--- src/rtl/tpram_fifo_ctrl_if.sv ---
// Producer/consumer handshake bundle for tpram_fifo_ctrl.
// The master side is the system driving words in and taking them out; the slave side is the FIFO.
interface tpram_fifo_ctrl_if #(
  parameter int DW = 144
);
  logic          in_valid;
  logic          in_ready;
  logic [DW-1:0] in_data;
  logic          out_valid;
  logic          out_ready;
  logic [DW-1:0] out_data;

  modport master (
    output in_valid, in_data, out_ready,
    input  in_ready, out_valid, out_data
  );

  modport slave (
    input  in_valid, in_data, out_ready,
    output in_ready, out_valid, out_data
  );
endinterface

--- src/rtl/tpram_fifo_ctrl.sv ---
// FIFO controller for the 64x144 two-port SRAM with a 2-entry output skid stage.
// Define TPRAM_FIFO_PEAK_EN to add the peak_cnt occupancy high-water output.
module tpram_fifo_ctrl #(
  parameter int DW = 144,
  parameter int AW = 6
) (
  input  logic          clk,
  input  logic          rst_n,
  input  logic          flush,
  tpram_fifo_ctrl_if.slave bus,
  output logic          ram_wceb,
  output logic [AW-1:0] ram_waddr,
  output logic [DW-1:0] ram_wdata,
  output logic          ram_rceb,
  output logic [AW-1:0] ram_raddr,
  input  logic [DW-1:0] ram_rdata,
  output logic [AW+1:0] count
`ifdef TPRAM_FIFO_PEAK_EN
  ,
  output logic [AW+1:0] peak_cnt
`endif
);

  localparam logic [AW:0] RAM_FULL = {1'b1, {AW{1'b0}}};

  logic [AW-1:0] wptr;
  logic [AW-1:0] rptr;
  logic [AW:0]   ram_cnt;
  logic [1:0]    skid_cnt;
  logic          inflight;
  logic [DW-1:0] skid0;
  logic [DW-1:0] skid1;
  logic [AW+1:0] count_q;

  logic          clr;
  logic          push;
  logic          pop;
  logic          rd;
  logic [1:0]    pending;
  logic [1:0]    tail;
  logic [1:0]    skid_cnt_nxt;
  logic [AW:0]   ram_cnt_nxt;
  logic [AW+1:0] count_nxt;
  logic [DW-1:0] skid0_nxt;
  logic [DW-1:0] skid1_nxt;

  assign clr  = !rst_n || flush;
  assign push = bus.in_valid && bus.in_ready && !clr;
  assign pop  = bus.out_valid && bus.out_ready;

  // Only fetch when the skid is guaranteed a free slot once the returning word lands.
  assign pending = skid_cnt + {1'b0, inflight} - {1'b0, pop};
  assign rd      = (ram_cnt != '0) && (pending < 2'd2) && !clr;
  assign tail    = skid_cnt - {1'b0, pop};

  assign skid_cnt_nxt = tail + {1'b0, inflight};
  assign ram_cnt_nxt  = ram_cnt + {{AW{1'b0}}, push} - {{AW{1'b0}}, rd};
  assign count_nxt    = {1'b0, ram_cnt_nxt} + {{(AW+1){1'b0}}, rd}
                      + {{AW{1'b0}}, skid_cnt_nxt};

  always_comb begin
    skid0_nxt = skid0;
    skid1_nxt = skid1;
    if (pop) begin
      skid0_nxt = skid1;
    end
    if (inflight) begin
      if (tail == 2'd0) begin
        skid0_nxt = ram_rdata;
      end else begin
        skid1_nxt = ram_rdata;
      end
    end
  end

  always_ff @(posedge clk) begin
    if (clr) begin
      wptr     <= '0;
      rptr     <= '0;
      ram_cnt  <= '0;
      skid_cnt <= '0;
      inflight <= 1'b0;
      skid0    <= '0;
      skid1    <= '0;
      count_q  <= '0;
    end else begin
      wptr     <= wptr + {{(AW-1){1'b0}}, push};
      rptr     <= rptr + {{(AW-1){1'b0}}, rd};
      ram_cnt  <= ram_cnt_nxt;
      skid_cnt <= skid_cnt_nxt;
      inflight <= rd;
      skid0    <= skid0_nxt;
      skid1    <= skid1_nxt;
      count_q  <= count_nxt;
    end
  end

  assign bus.in_ready  = (ram_cnt != RAM_FULL);
  assign bus.out_valid = (skid_cnt != 2'd0);
  assign bus.out_data  = skid0;

  assign ram_wceb  = !push;
  assign ram_waddr = wptr;
  assign ram_wdata = bus.in_data;
  assign ram_rceb  = !rd;
  assign ram_raddr = rptr;
  assign count     = count_q;

`ifdef TPRAM_FIFO_PEAK_EN
  localparam int CAP = (2 ** AW) + 2;
  localparam logic [AW+1:0] PEAK_MAX = (AW+2)'(CAP);

  logic [AW+1:0] peak_q;

  // Flush leaves the high-water mark alone; only reset clears it.
  always_ff @(posedge clk) begin
    if (!rst_n) begin
      peak_q <= '0;
    end else if (!flush && (count_nxt > peak_q)) begin
      peak_q <= (count_nxt >= PEAK_MAX) ? PEAK_MAX : count_nxt;
    end
  end

  assign peak_cnt = peak_q;
`endif

endmodule

--- src/flat_wrapper.sv ---
// flat-port wrapper written by rule: the top's interface ports become plain ports
module tpram_fifo_ctrl_flat 
#(
  parameter int DW = 144,
  parameter int AW = 6
)
  (clk, rst_n, flush, ram_wceb, ram_waddr, ram_wdata, ram_rceb, ram_raddr, ram_rdata, count, bus_in_valid, bus_in_data, bus_out_ready, bus_in_ready, bus_out_valid, bus_out_data);
  tpram_fifo_ctrl_if #(.DW(DW)) bus_i ();
  input  logic clk;
  input  logic rst_n;
  input  logic flush;
  output logic ram_wceb;
  output logic [AW-1:0] ram_waddr;
  output logic [DW-1:0] ram_wdata;
  output logic ram_rceb;
  output logic [AW-1:0] ram_raddr;
  input  logic [DW-1:0] ram_rdata;
  output logic [AW+1:0] count;
  input wire logic [$bits(bus_i.in_valid)-1:0] bus_in_valid;
  input wire logic [$bits(bus_i.in_data)-1:0] bus_in_data;
  input wire logic [$bits(bus_i.out_ready)-1:0] bus_out_ready;
  output wire logic [$bits(bus_i.in_ready)-1:0] bus_in_ready;
  output wire logic [$bits(bus_i.out_valid)-1:0] bus_out_valid;
  output wire logic [$bits(bus_i.out_data)-1:0] bus_out_data;
  assign bus_i.in_valid = bus_in_valid;
  assign bus_i.in_data = bus_in_data;
  assign bus_i.out_ready = bus_out_ready;
  assign bus_in_ready = bus_i.in_ready;
  assign bus_out_valid = bus_i.out_valid;
  assign bus_out_data = bus_i.out_data;
  tpram_fifo_ctrl #(.DW(DW), .AW(AW)) u_core (.clk(clk), .rst_n(rst_n), .flush(flush), .bus(bus_i), .ram_wceb(ram_wceb), .ram_waddr(ram_waddr), .ram_wdata(ram_wdata), .ram_rceb(ram_rceb), .ram_raddr(ram_raddr), .ram_rdata(ram_rdata), .count(count));
endmodule
--- config.mk ---
export PLATFORM = sky130hd
export DESIGN_NAME = tpram_fifo_ctrl_flat
export DESIGN_NICKNAME = d
export VERILOG_FILES = /design/src/rtl/tpram_fifo_ctrl_if.sv /design/src/rtl/tpram_fifo_ctrl.sv /design/src/flat_wrapper.sv
export SDC_FILE = /design/constraint.sdc
export NUM_CORES = 1
export LEC_CHECK = 0
export CORE_AREA = 2 2 238 240
export DETAILED_ROUTE_END_ITERATION = 8
export DIE_AREA = 0 0 240 242
export PLACE_DENSITY_LB_ADDON = 0.12
export SLEW_MARGIN = 20
export SYNTH_ARGS = -nofsm -noshare
export SYNTH_HDL_FRONTEND = slang
export SYNTH_SLANG_ARGS = --single-unit
--- constraint.sdc ---
create_clock -name clk -period 9.3 [get_ports clk]
set_input_delay 1.395 -clock clk [delete_from_list [all_inputs] [get_ports clk]]
set_output_delay 1.395 -clock clk [all_outputs]
set_load 0.005 [all_outputs]
* After elaboration in Yosys (flattened, before gate mapping)
Cells that the tools add are included.
** Cells by class
- Muxes and demuxes :: 3
- Reductions and logical operators :: 14
- Magnitude comparators :: 1
- Bitwise operators :: 1
- $add $sub $neg :: 10
- Equal/unequal tests :: 1
** Operator list (count)
- 144-bit two-way mux :: 3
- 6-bit by 1-bit adder with 6-bit output :: 2
- 7-bit by 1-bit adder with 8-bit output :: 1
- 8-bit by 2-bit adder with 8-bit output :: 1
- 7-bit by 1-bit adder with 7-bit output :: 1
- 7-bit inequality test (second input constant) :: 1
- 7-bit nonzero test :: 1
- 7-bit by 1-bit subtractor with 7-bit output :: 1
- 1-bit logical AND :: 5
- 2-bit by 1-bit adder with 2-bit output :: 2
- 1-bit zero test :: 4
- 2-bit by 1-bit subtractor with 2-bit output :: 2
- 2-bit zero test :: 1
- 2-bit < comparator (second input constant) :: 1
- 2-bit AND reduction :: 1
- 2-bit nonzero test :: 1
- 1-bit logical OR :: 1
- 1-bit inverter :: 1
** Word-level totals
- Flip-flop bits (word level) :: 318
- Output and inout port bits :: 312
- Logic and storage cells :: 38
- Bits of input ports :: 293

* Depth between registers and ports, before layout
Gate-level depths: netlist of run 1.
- Depth in word-level cells :: 9
- Mapped depth :: 18
- Gate-level depth less buffers :: 17

* Worst setup path before layout of run 1
Ideal clock, no wire load.
- Path kind :: input -> register
- Start point :: input flush
- End point :: register u_core.count_q[6] (netlist: u_core.count[6])
- Stages on the path :: 16
- Buffers on the path :: 2
- Arrival time :: 4.393 ns
- Setup slack :: 4.791 ns
- Setup time :: 0.116 ns
- Required time :: 9.184 ns
- Cell sequence :: nand2b_1 clkbuf_1 a21oi_1 o21a_1 buf_2 inv_1 nand2_1 nand2_1 ha_1 fa_1 inv_1 fa_1 a2111o_1 a211oi_2 a221oi_1 a31o_1
** Between the ends
- Cells in the longest elaborated chain, start to end :: 7
- Elaborated cells between the ends (all ways) :: 8
- Those cells by class :: add/sub (4); reduce/logical (4)
** Ends and longest elaborated chain
- from (decl) :: RTL line flat_wrapper.sv:11 : input logic flush;
- 1-bit logical OR (*) :: RTL line tpram_fifo_ctrl.sv:47 : assign clr = !rst_n || flush;
- 1-bit zero test (*) :: RTL line tpram_fifo_ctrl.sv:48, tpram_fifo_ctrl.sv:53
- 1-bit logical AND :: RTL line tpram_fifo_ctrl.sv:48 : assign push = bus.in_valid && bus.in_ready && !clr;
- 7-bit by 1-bit adder with 7-bit output :: RTL line tpram_fifo_ctrl.sv:57 : assign ram_cnt_nxt = ram_cnt + {{AW{1'b0}}, push} - {{AW{1'b0}}, rd};
- 7-bit by 1-bit subtractor with 7-bit output (*) :: RTL line tpram_fifo_ctrl.sv:57
- via u_core.ram_cnt_nxt[1] :: RTL line tpram_fifo_ctrl.sv:42 : logic [AW:0] ram_cnt_nxt;
- 7-bit by 1-bit adder with 8-bit output (*) :: RTL line tpram_fifo_ctrl.sv:58 : assign count_nxt = {1'b0, ram_cnt_nxt} + {{(AW+1){1'b0}}, rd}
- 8-bit by 2-bit adder with 8-bit output (*) :: RTL line tpram_fifo_ctrl.sv:59 : + {{AW{1'b0}}, skid_cnt_nxt};
- to (signal assigned) :: RTL line tpram_fifo_ctrl.sv:94 : count_q <= count_nxt;
- to (decl) :: RTL line tpram_fifo_ctrl.sv:33 : logic [AW+1:0] count_q;
The timed path passes the listed nets; every way through them passes the cells marked *.
A chain may end at the register's enable or synchronous reset.

* Worst setup path in the final report of run 1
- Start point :: input rst_n
- End point :: register u_core.count_q[6] (netlist: u_core.count[6])
** Between the ends
- Cells in the longest elaborated chain, start to end :: 8
- Elaborated cells between the ends (all ways) :: 9
- Those cells by class :: add/sub (4); reduce/logical (5)
** Ends and longest elaborated chain
- from (decl) :: RTL line flat_wrapper.sv:10 : input logic rst_n;
- 1-bit zero test (*) :: RTL line tpram_fifo_ctrl.sv:47
- 1-bit logical OR (*) :: RTL line tpram_fifo_ctrl.sv:47
- 1-bit zero test (*) :: RTL line tpram_fifo_ctrl.sv:48, tpram_fifo_ctrl.sv:53
- 1-bit logical AND :: RTL line tpram_fifo_ctrl.sv:48
- 7-bit by 1-bit adder with 7-bit output :: RTL line tpram_fifo_ctrl.sv:57
- 7-bit by 1-bit subtractor with 7-bit output (*) :: RTL line tpram_fifo_ctrl.sv:57
- via u_core.ram_cnt_nxt[1] :: RTL line tpram_fifo_ctrl.sv:42
- 7-bit by 1-bit adder with 8-bit output (*) :: RTL line tpram_fifo_ctrl.sv:58
- 8-bit by 2-bit adder with 8-bit output (*) :: RTL line tpram_fifo_ctrl.sv:59
Marked as above.

==> results of run 1 <==
[report_power, final]
group	total, uW	switching (uW)	internal, uW
Combinational	917	479	438
Sequential	1530	62.0	1460
Clock	1530	604	924
[metal layers]
layer	share of wire (%)	global-route usage, %	vias to the layer above
met5	0.14	0.421	-
met4	2.3	4.15	6
met3	9.7	6.30	87
met2	45	21.6	362
met1	43	17.8	5181
li1	-	-	5480
[layout by cell type (no fill, tap or decap), types with 3 or more instances in the layout]
| master | Yosys | routed |
|---|---|---|
| a211oi_1 | 144 | 144 |
| a21oi_1 | 152 | 152 |
| and2_1 | 6 | 6 |
| and3_1 | 5 | 5 |
| buf_4 | 152 | 10 |
| clkbuf_1 | 66 | 12 |
| clkbuf_16 | 0 | 43 |
| clkbuf_8 | 0 | 7 |
| clkdlybuf4s50_1 | 0 | 316 |
| clkinv_2 | 0 | 3 |
| dfxtp_1 | 318 | 318 |
| ha_1 | 14 | 14 |
| inv_1 | 14 | 14 |
| mux2i_1 | 145 | 145 |
| nand2_1 | 298 | 297 |
| nand2b_1 | 5 | 4 |
| nand3_1 | 4 | 4 |
| nor2_1 | 167 | 167 |
| nor2b_1 | 5 | 4 |
| o211ai_1 | 3 | 3 |
| xnor2_1 | 9 | 9 |
| xor2_1 | 8 | 8 |
[through the flow]
stage                     total power (uW)  util [%]  setup WS [ns]  instances  instance area, sq um
after detailed placement              2480      29.7           3.61       2417                 16600
final                                 3970      32.0           4.17       2485                 17900
after floorplan                       2130         -           4.79       1593                 14000
after global placement                2480      29.7           3.70       2417                 16600
after global routing                  4200      32.0           3.83       2485                 17900
after CTS                             4060      32.0           4.19       2485                 17900
[final cells by class]
class | count | area [sq um]
Clock buffer | 62 | 1220
Clock inverter | 6 | 61.3
Fill cell | 5848 | 37900
Inverter | 14 | 52.6
Multi-Input combinational cell | 1002 | 5950
Sequential cell | 318 | 6370
Tap cell | 756 | 946
Timing Repair Buffer | 327 | 3260
[worst paths after layout]
| path | from | end | slack (ns) |
|---|---|---|---|
| setup / recovery | rst_n | u_core.count[6] | 4.17 |
| hold / removal | u_core.skid1[68] | u_core.skid1[68] | 0.45 |
| setup reg to reg | u_core.ram_cnt[2] | u_core.count[6] | 5.12 |
| hold reg to reg | u_core.skid1[68] | u_core.skid1[68] | 0.45 |
[cells by family after synthesis]
logic type	count (synthesis)	synth area share (%)
compound gates	317	14.6
xor+xnor	17	1.06
flops	318	45.5
buf+inv	273	12.2
fa+ha+maj	16	1.54
simple gates	506	14.6
mux	146	10.5
[flip-flops by register name, indices dropped and copies added, names as in the netlist]
register,cells
u_core.bus.out_data,144
u_core.skid1,144
u_core.count,8
u_core.ram_cnt,7
u_core.ram_raddr,6
u_core.ram_waddr,6
u_core.skid_cnt,2
u_core.inflight,1
[worst reg2reg max path, cell delays in order, from the launching register on]
cell      delay (ns)
dfxtp_1         0.31
inv_1           0.07
ha_1            0.14
nor4bb_1        0.58
a21oi_1         0.23
o21a_1          0.25
nand2b_1        0.18
nand2_1         0.07
ha_1            0.22
fa_1            0.54
inv_1           0.07
fa_1            0.43
a2111o_1        0.40
a211oi_2        0.24
a221oi_1        0.12
a31o_1          0.22
==> metrics, run 1 <==
antenna violations before repair 2; post-synth top area share 45.5%; core area 55,700 sq um; critical path cell sequence clkdlybuf4s50_1 > nand2b_4 > a21oi_1 > o21a_1 > inv_1 > nand2_1 > nand2_1 > ha_1 > fa_1 > inv_1 > fa_1 > a2111o_1 > a211oi_2 > a221oi_1 > a31o_1; slowest stage delay, CP 0.54 ns; Clock Path Buffers 3; overall via count from detail_route 11,100; Routability Congestion 0.719; RSZ-0062 raised after global routing false; synth warn 0; leading area contributor after synthesis dfxtp_1; Post-synth top cells 318 x dfxtp_1, 298 x nand2_1, 167 x nor2_1; Final TNS setup 0 ns; final setup skew 0.0186 ns; fmax 195 MHz; Final Setup Violations 0; initial DRC count 481; clock latency on the worst-skew pair 0.55 ns; final number of hold-violating endpoints 0; Peak VDD IR 0.000117 V; CTS buffer count 42; die height 242 microns; Slew Limit Fails 0; Worst Path Required 9.73 ns; WS Path Type input pin to register; largest net degree at the start of global routing 171; Die W 240 microns; remaining antenna violation count after routing 0; worst-margin pin slew 1.08 ns; path type of the worst min-delay path register to register; sequential-to-total area share from yosys stat 45.5%; GRT Residual Overflow 0; CTS tree yes; die area 58,100 sq um; dpl hpwl 26.9 mm; post-route DRC violation count 0; critical path peak fanout 59; Critical-path top delay cell fa_1; row count 87; IO Pins 605; DR pass1 iterations 5; Final #Nets 2,014; post-synth cell types 51; Tcrit/Tclk final 55.2%; Clock Sinks 318; Port Buf Inserts 316; CTS clk-pin slew, worst paths 0.05 ns; mean post-synth cell area 8.78 sq um; top_reg_cell synth dfxtp_1; number of cells on the critical path 15; hold buffers post-CTS 0; count leader, synth dfxtp_1; Worst setup EP type register; Async S/R FF share, synth 0%; total of cells resized after clock tree synthesis 0; syn_nets 1,902; fin crit period 5.13 ns; Slew Limit Headroom 28.1%; hold slack 0.450 ns; CTS root buf clkbuf_16; H-tree depth 2; Synth Cell Area 14,000 sq um; Worst Reg-to-Reg Cells 15; first-pass GRT wire length 65.0 mm; drt via density 4.47; Worst Hold Depth 2; status complete, no violations; Total GRT Usage 14.1%; synth top area cells dfxtp_1 46%, mux2i_1 10%, buf_4 8.2%, nand2_1 8.0%, a211oi_1 7.7%; Lkg Pwr 0.00685 uW; ANT cells 0; crit-path leading delay family compound AO/OA/AOI/OAI gates; share of cells above drive strength 1 4.74%; synthesis-to-layout area growth 27.6%; startpoint types input pin; vias in the first global route 10,700; Initial Utilization 25.1%; Post-synth EDFFs 0; Max-Cap Viols 0; drt total wl 42.8 mm; CP bufs+invs 3; Mapped Cells 1,593; Setup Buffers After CTS 0; Arr. time, crit path 5.56 ns; pwr dens 222 nW/um^2; wire per inst 17.2 microns; Synth Register Bits 318
Note: power is estimated with default switching activity, not from simulation.
==> run 2: changes to the inputs <==
Settings changed: CORE_AREA 2 2 238 240 to 2 2 236 238, DIE_AREA 0 0 240 242 to 0 0 238 240.
Clock period 9.3 ns to 4.3 ns, I/O delays scaled along.
==> metrics, run 2 (synthesis gave the netlist of run 1 again) <==
Final Setup Violations 0; most common cell after layout, fill and taps aside dfxtp_1; CTS buffer count 40; Slew Limit Fails 0; H-tree depth 2; largest net degree at the start of global routing 137; Worst Path Required 4.74 ns; clock latency on the worst-skew pair 0.55 ns; first-pass GRT wire length 65.3 mm; Die W 238 microns; Port Buf Inserts 316; critical path cell sequence inv_1 > ha_1 > nor4bb_1 > a21oi_1 > o21a_1 > buf_4 > nand2b_1 > nand2_1 > ha_1 > fa_1 > inv_1 > fa_1 > a2111o_1 > a211oi_2 > a221oi_1 > a31o_1; Arr. time, crit path 4.44 ns; synthesis-to-layout area growth 29.0%; critical path peak fanout 4; overall via count from detail_route 11,200; Critical-path top delay cell fa_1; DR pass1 iterations 6; share of cells above drive strength 1 6.22%; worst-margin pin slew 1.03 ns; remaining antenna violation count after routing 0; antenna violations before repair 3; Final #Nets 2,035; fin util 33.0%; Clock Path Buffers 3; wire per inst 17.6 microns; Worst Hold Depth 2; fmax 250 MHz; dpl hpwl 27.0 mm; die area 57,100 sq um; row count 86; placed instance area 16,700 sq um; slowest stage delay, CP 0.55 ns; Lkg Pwr 0.00699 uW; status complete, no violations; Tcrit/Tclk final 93.1%; vias in the first global route 10,900; CTS clk-pin slew, worst paths 0.06 ns; IO Pins 605; Slew Limit Headroom 31.6%; Initial Utilization 25.6%; Peak VDD IR 0.000265 V; drt via density 4.58; startpoint types register; area of the multi-input gates 5950 sq um; Total Power 8770 uW; drt total wl 43.3 mm; core area 54,700 sq um; ANT cells 0; Routability Congestion 0.731; CTS tree yes; commonest cells after routing, fill and taps aside 318 x dfxtp_1, 316 x clkdlybuf4s50_1, 297 x nand2_1; Clock Sinks 318; total of cells resized after clock tree synthesis 0; post-route design area 18,100 sq um; hold buffers post-CTS 0; die height 240 microns; pwr dens 486 nW/um^2; Worst setup EP type register; GRT Residual Overflow 0; final number of hold-violating endpoints 0; Final TNS setup 0 ns; Total GRT Usage 14.6%; Setup Buffers After CTS 0; post-route DRC violation count 0; Layout fillers 5,682; path type of the worst min-delay path register to register; Worst Reg-to-Reg Cells 16; Max-Cap Viols 0; final setup skew 0.0162 ns; register area 6370 sq um; initial DRC count 380; RSZ-0062 raised after global routing false; WS Path Type register to register; fin crit period 4.00 ns; CTS root buf clkbuf_16
-- run 2: power breakdown --
| part | internal (uW) | switching, uW |
|---|---|---|
| Clock | 2060 | 1340 |
| Combinational | 1010 | 1060 |
| Sequential | 3170 | 125 |
-- run 2: cell type report --
class,instances,area share (%)
multi-input combinational,1002,33.0
timing repair buffer,350,19.4
inverter,14,0.291
clock inverter,11,0.790
sequential,318,35.3
clock buffer,57,6.46
tap,704,4.88
-- run 2: stage by stage --
stage,hold WS [ns],worst slack [ns],instances
after detailed placement,0.446,0.0197,2388
final,0.451,0.299,2456
after global placement,0.441,0.0475,2388
after CTS,0.453,0.285,2456
after floorplan,0.436,0.541,1593
after global routing,0.468,0.0238,2456
-- run 2: per-layer routing --
layer / share of wire [%] / vias to the layer above / routed length, microns / track usage (%)
li1: - / 5537 / - / -
met1: 44 / 5227 / 19000 / 18.2
met2: 44 / 369 / 18900 / 22.3
met3: 9.3 / 104 / 4020 / 6.52
met4: 2.9 / 8 / 1270 / 5.09
met5: 0.16 / - / 69 / 0.433
-- run 2: worst max-delay path: cells and delay by family (launching register included) --
family,cells,cell delay [ns]
flops,1,0.31
compound gates,6,1.36
fa+ha+maj,4,1.31
simple gates,3,0.59
buf+inv,3,0.31
-- run 2: final timing paths --
| kind | slack, ns | end | startpoint |
|---|---|---|---|
| setup / recovery | 0.30 | u_core.count[6] | u_core.ram_cnt[3] |
| hold / removal | 0.45 | u_core.skid1[55] | u_core.skid1[55] |
| setup reg to reg | 0.30 | u_core.count[6] | u_core.ram_cnt[3] |
| hold reg to reg | 0.45 | u_core.skid1[55] | u_core.skid1[55] |
==> run 3: changes to the inputs <==
Settings changed: CORE_AREA 2 2 236 238 to 2 2 232 234, DIE_AREA 0 0 238 240 to 0 0 234 236.
Clock period 4.3 ns to 4.24 ns, I/O delays scaled along.
==> metrics, run 3 (synthesis gave the netlist of run 1 again) <==
status complete, no violations; share of cells above drive strength 1 5.89%; die area 55,200 sq um; hold buffers post-CTS 0; Clock Path Buffers 3; antenna violations before repair 0; overall via count from detail_route 11,200; pre-CTS setup slack 0.0417 ns; GRT Residual Overflow 0; Die W 234 microns; CTS clk-pin slew, worst paths 0.05 ns; Tcrit/Tclk final 89.4%; DR pass1 iterations 4; ANT cells 0; PnR worst setup slack 0.448 ns; Lkg Pwr 0.00701 uW; synthesis-to-layout area growth 29.2%; CTS tree yes; Slew Limit Fails 0; placed instance area 16,700 sq um; startpoint types register; clock latency on the worst-skew pair 0.54 ns; initial DRC count 439; Final TNS setup 0 ns; final setup skew 0.00748 ns; Worst setup EP type register; Max-Cap Viols 0; post-route design area 18,100 sq um; RSZ-0062 raised after global routing false; IO Pins 605; first-pass GRT wire length 64.8 mm; CTS root buf clkbuf_16; row count 85; path type of the worst min-delay path register to register; die height 236 microns; worst-margin pin slew 1.12 ns; drt total wl 42.7 mm; wire per inst 17.5 microns; critical path peak fanout 3; Final Setup Violations 0; Final #Nets 2,029; fmax 264 MHz; core area 53,100 sq um; most common cell after layout, fill and taps aside dfxtp_1; fin crit period 3.79 ns; CTS buffer count 40; WS Path Type register to register; dpl hpwl 27.4 mm; vias in the first global route 10,800; Total Power 8890 uW; Arr. time, crit path 4.23 ns; Port Buf Inserts 316; Slew Limit Headroom 25.3%; Setup Buffers After CTS 0; total of cells resized after clock tree synthesis 0; H-tree depth 2; Initial Utilization 26.4%; largest net degree at the start of global routing 196; drt via density 4.59; Worst Path Required 4.67 ns; final number of hold-violating endpoints 0; Total GRT Usage 15.0%; commonest cells after routing, fill and taps aside 318 x dfxtp_1, 316 x clkdlybuf4s50_1, 297 x nand2_1; Routability Congestion 0.747; remaining antenna violation count after routing 0; Peak VDD IR 0.000277 V; pwr dens 492 nW/um^2; Clock Sinks 318; post-route DRC violation count 0
[run 3: cell count changes in the layout (fill, tap and decap cells not counted), sizes merged]
cell | before | now
clkbuf | 57 | 64
clkinvlp | 2 | 0
clkinv | 4 | 2
buf | 34 | 28
bufinv | 3 | 2
[run 3: worst paths after layout]
check / startpoint / to / slack [ns] / depth (start not counted)
setup / recovery: u_core.ram_cnt[2] / u_core.count[6] / 0.45 / 16
hold / removal: u_core.skid1[17] / u_core.skid1[17] / 0.45 / 2
setup reg to reg: u_core.ram_cnt[2] / u_core.count[6] / 0.45 / 16
hold reg to reg: u_core.skid1[17] / u_core.skid1[17] / 0.45 / 2
[run 3: cell type report]
| cell class | count | area (sq um) |
|---|---|---|
| Multi-Input combinational cell | 1002 | 5960 |
| Timing Repair Buffer | 344 | 3510 |
| Sequential cell | 318 | 6370 |
| Clock inverter | 6 | 87.6 |
| Fill cell | 5532 | 35000 |
| Clock buffer | 64 | 1230 |
| Tap cell | 696 | 871 |
| Inverter | 14 | 52.6 |
[run 3: through the flow]
| stage | hold WS, ns | cells | utilization, % |
|---|---|---|---|
| after floorplan | 0.436 | 1593 | - |
| after global placement | 0.441 | 2374 | 31.6 |
| after detailed placement | 0.446 | 2374 | 31.6 |
| after CTS | 0.454 | 2444 | 34.0 |
| after global routing | 0.467 | 2444 | 34.1 |
| final | 0.451 | 2444 | 34.1 |
[run 3: power by group]
part / leakage (uW) / switching, uW / internal (uW)
clock: 0.000650 / 1320 / 2100
combinational: 0.00379 / 1080 / 1050
sequential: 0.00257 / 126 / 3210
[run 3: per-layer routing]
metal | global-route usage, % | routed length [microns] | vias up
met1 | 18.9 | 19100 | 5247
met3 | 5.72 | 3610 | 87
met2 | 23.0 | 18800 | 369
met4 | 5.35 | 1160 | 2
met5 | 1.25 | 60 | -
li1 | - | - | 5504
[run 3: critical path, cell delays in order (launching register included)]
cell and delay [ns]:
dfxtp_1 0.31, inv_1 0.07, ha_1 0.13, nor4bb_2 0.36
a21oi_1 0.17, o21a_1 0.16, buf_4 0.15, nand2b_1 0.08
nand2_1 0.05, ha_1 0.21, fa_1 0.54, inv_1 0.07
fa_1 0.43, a2111o_1 0.40, a211oi_2 0.23, a221oi_1 0.13
a31o_1 0.20
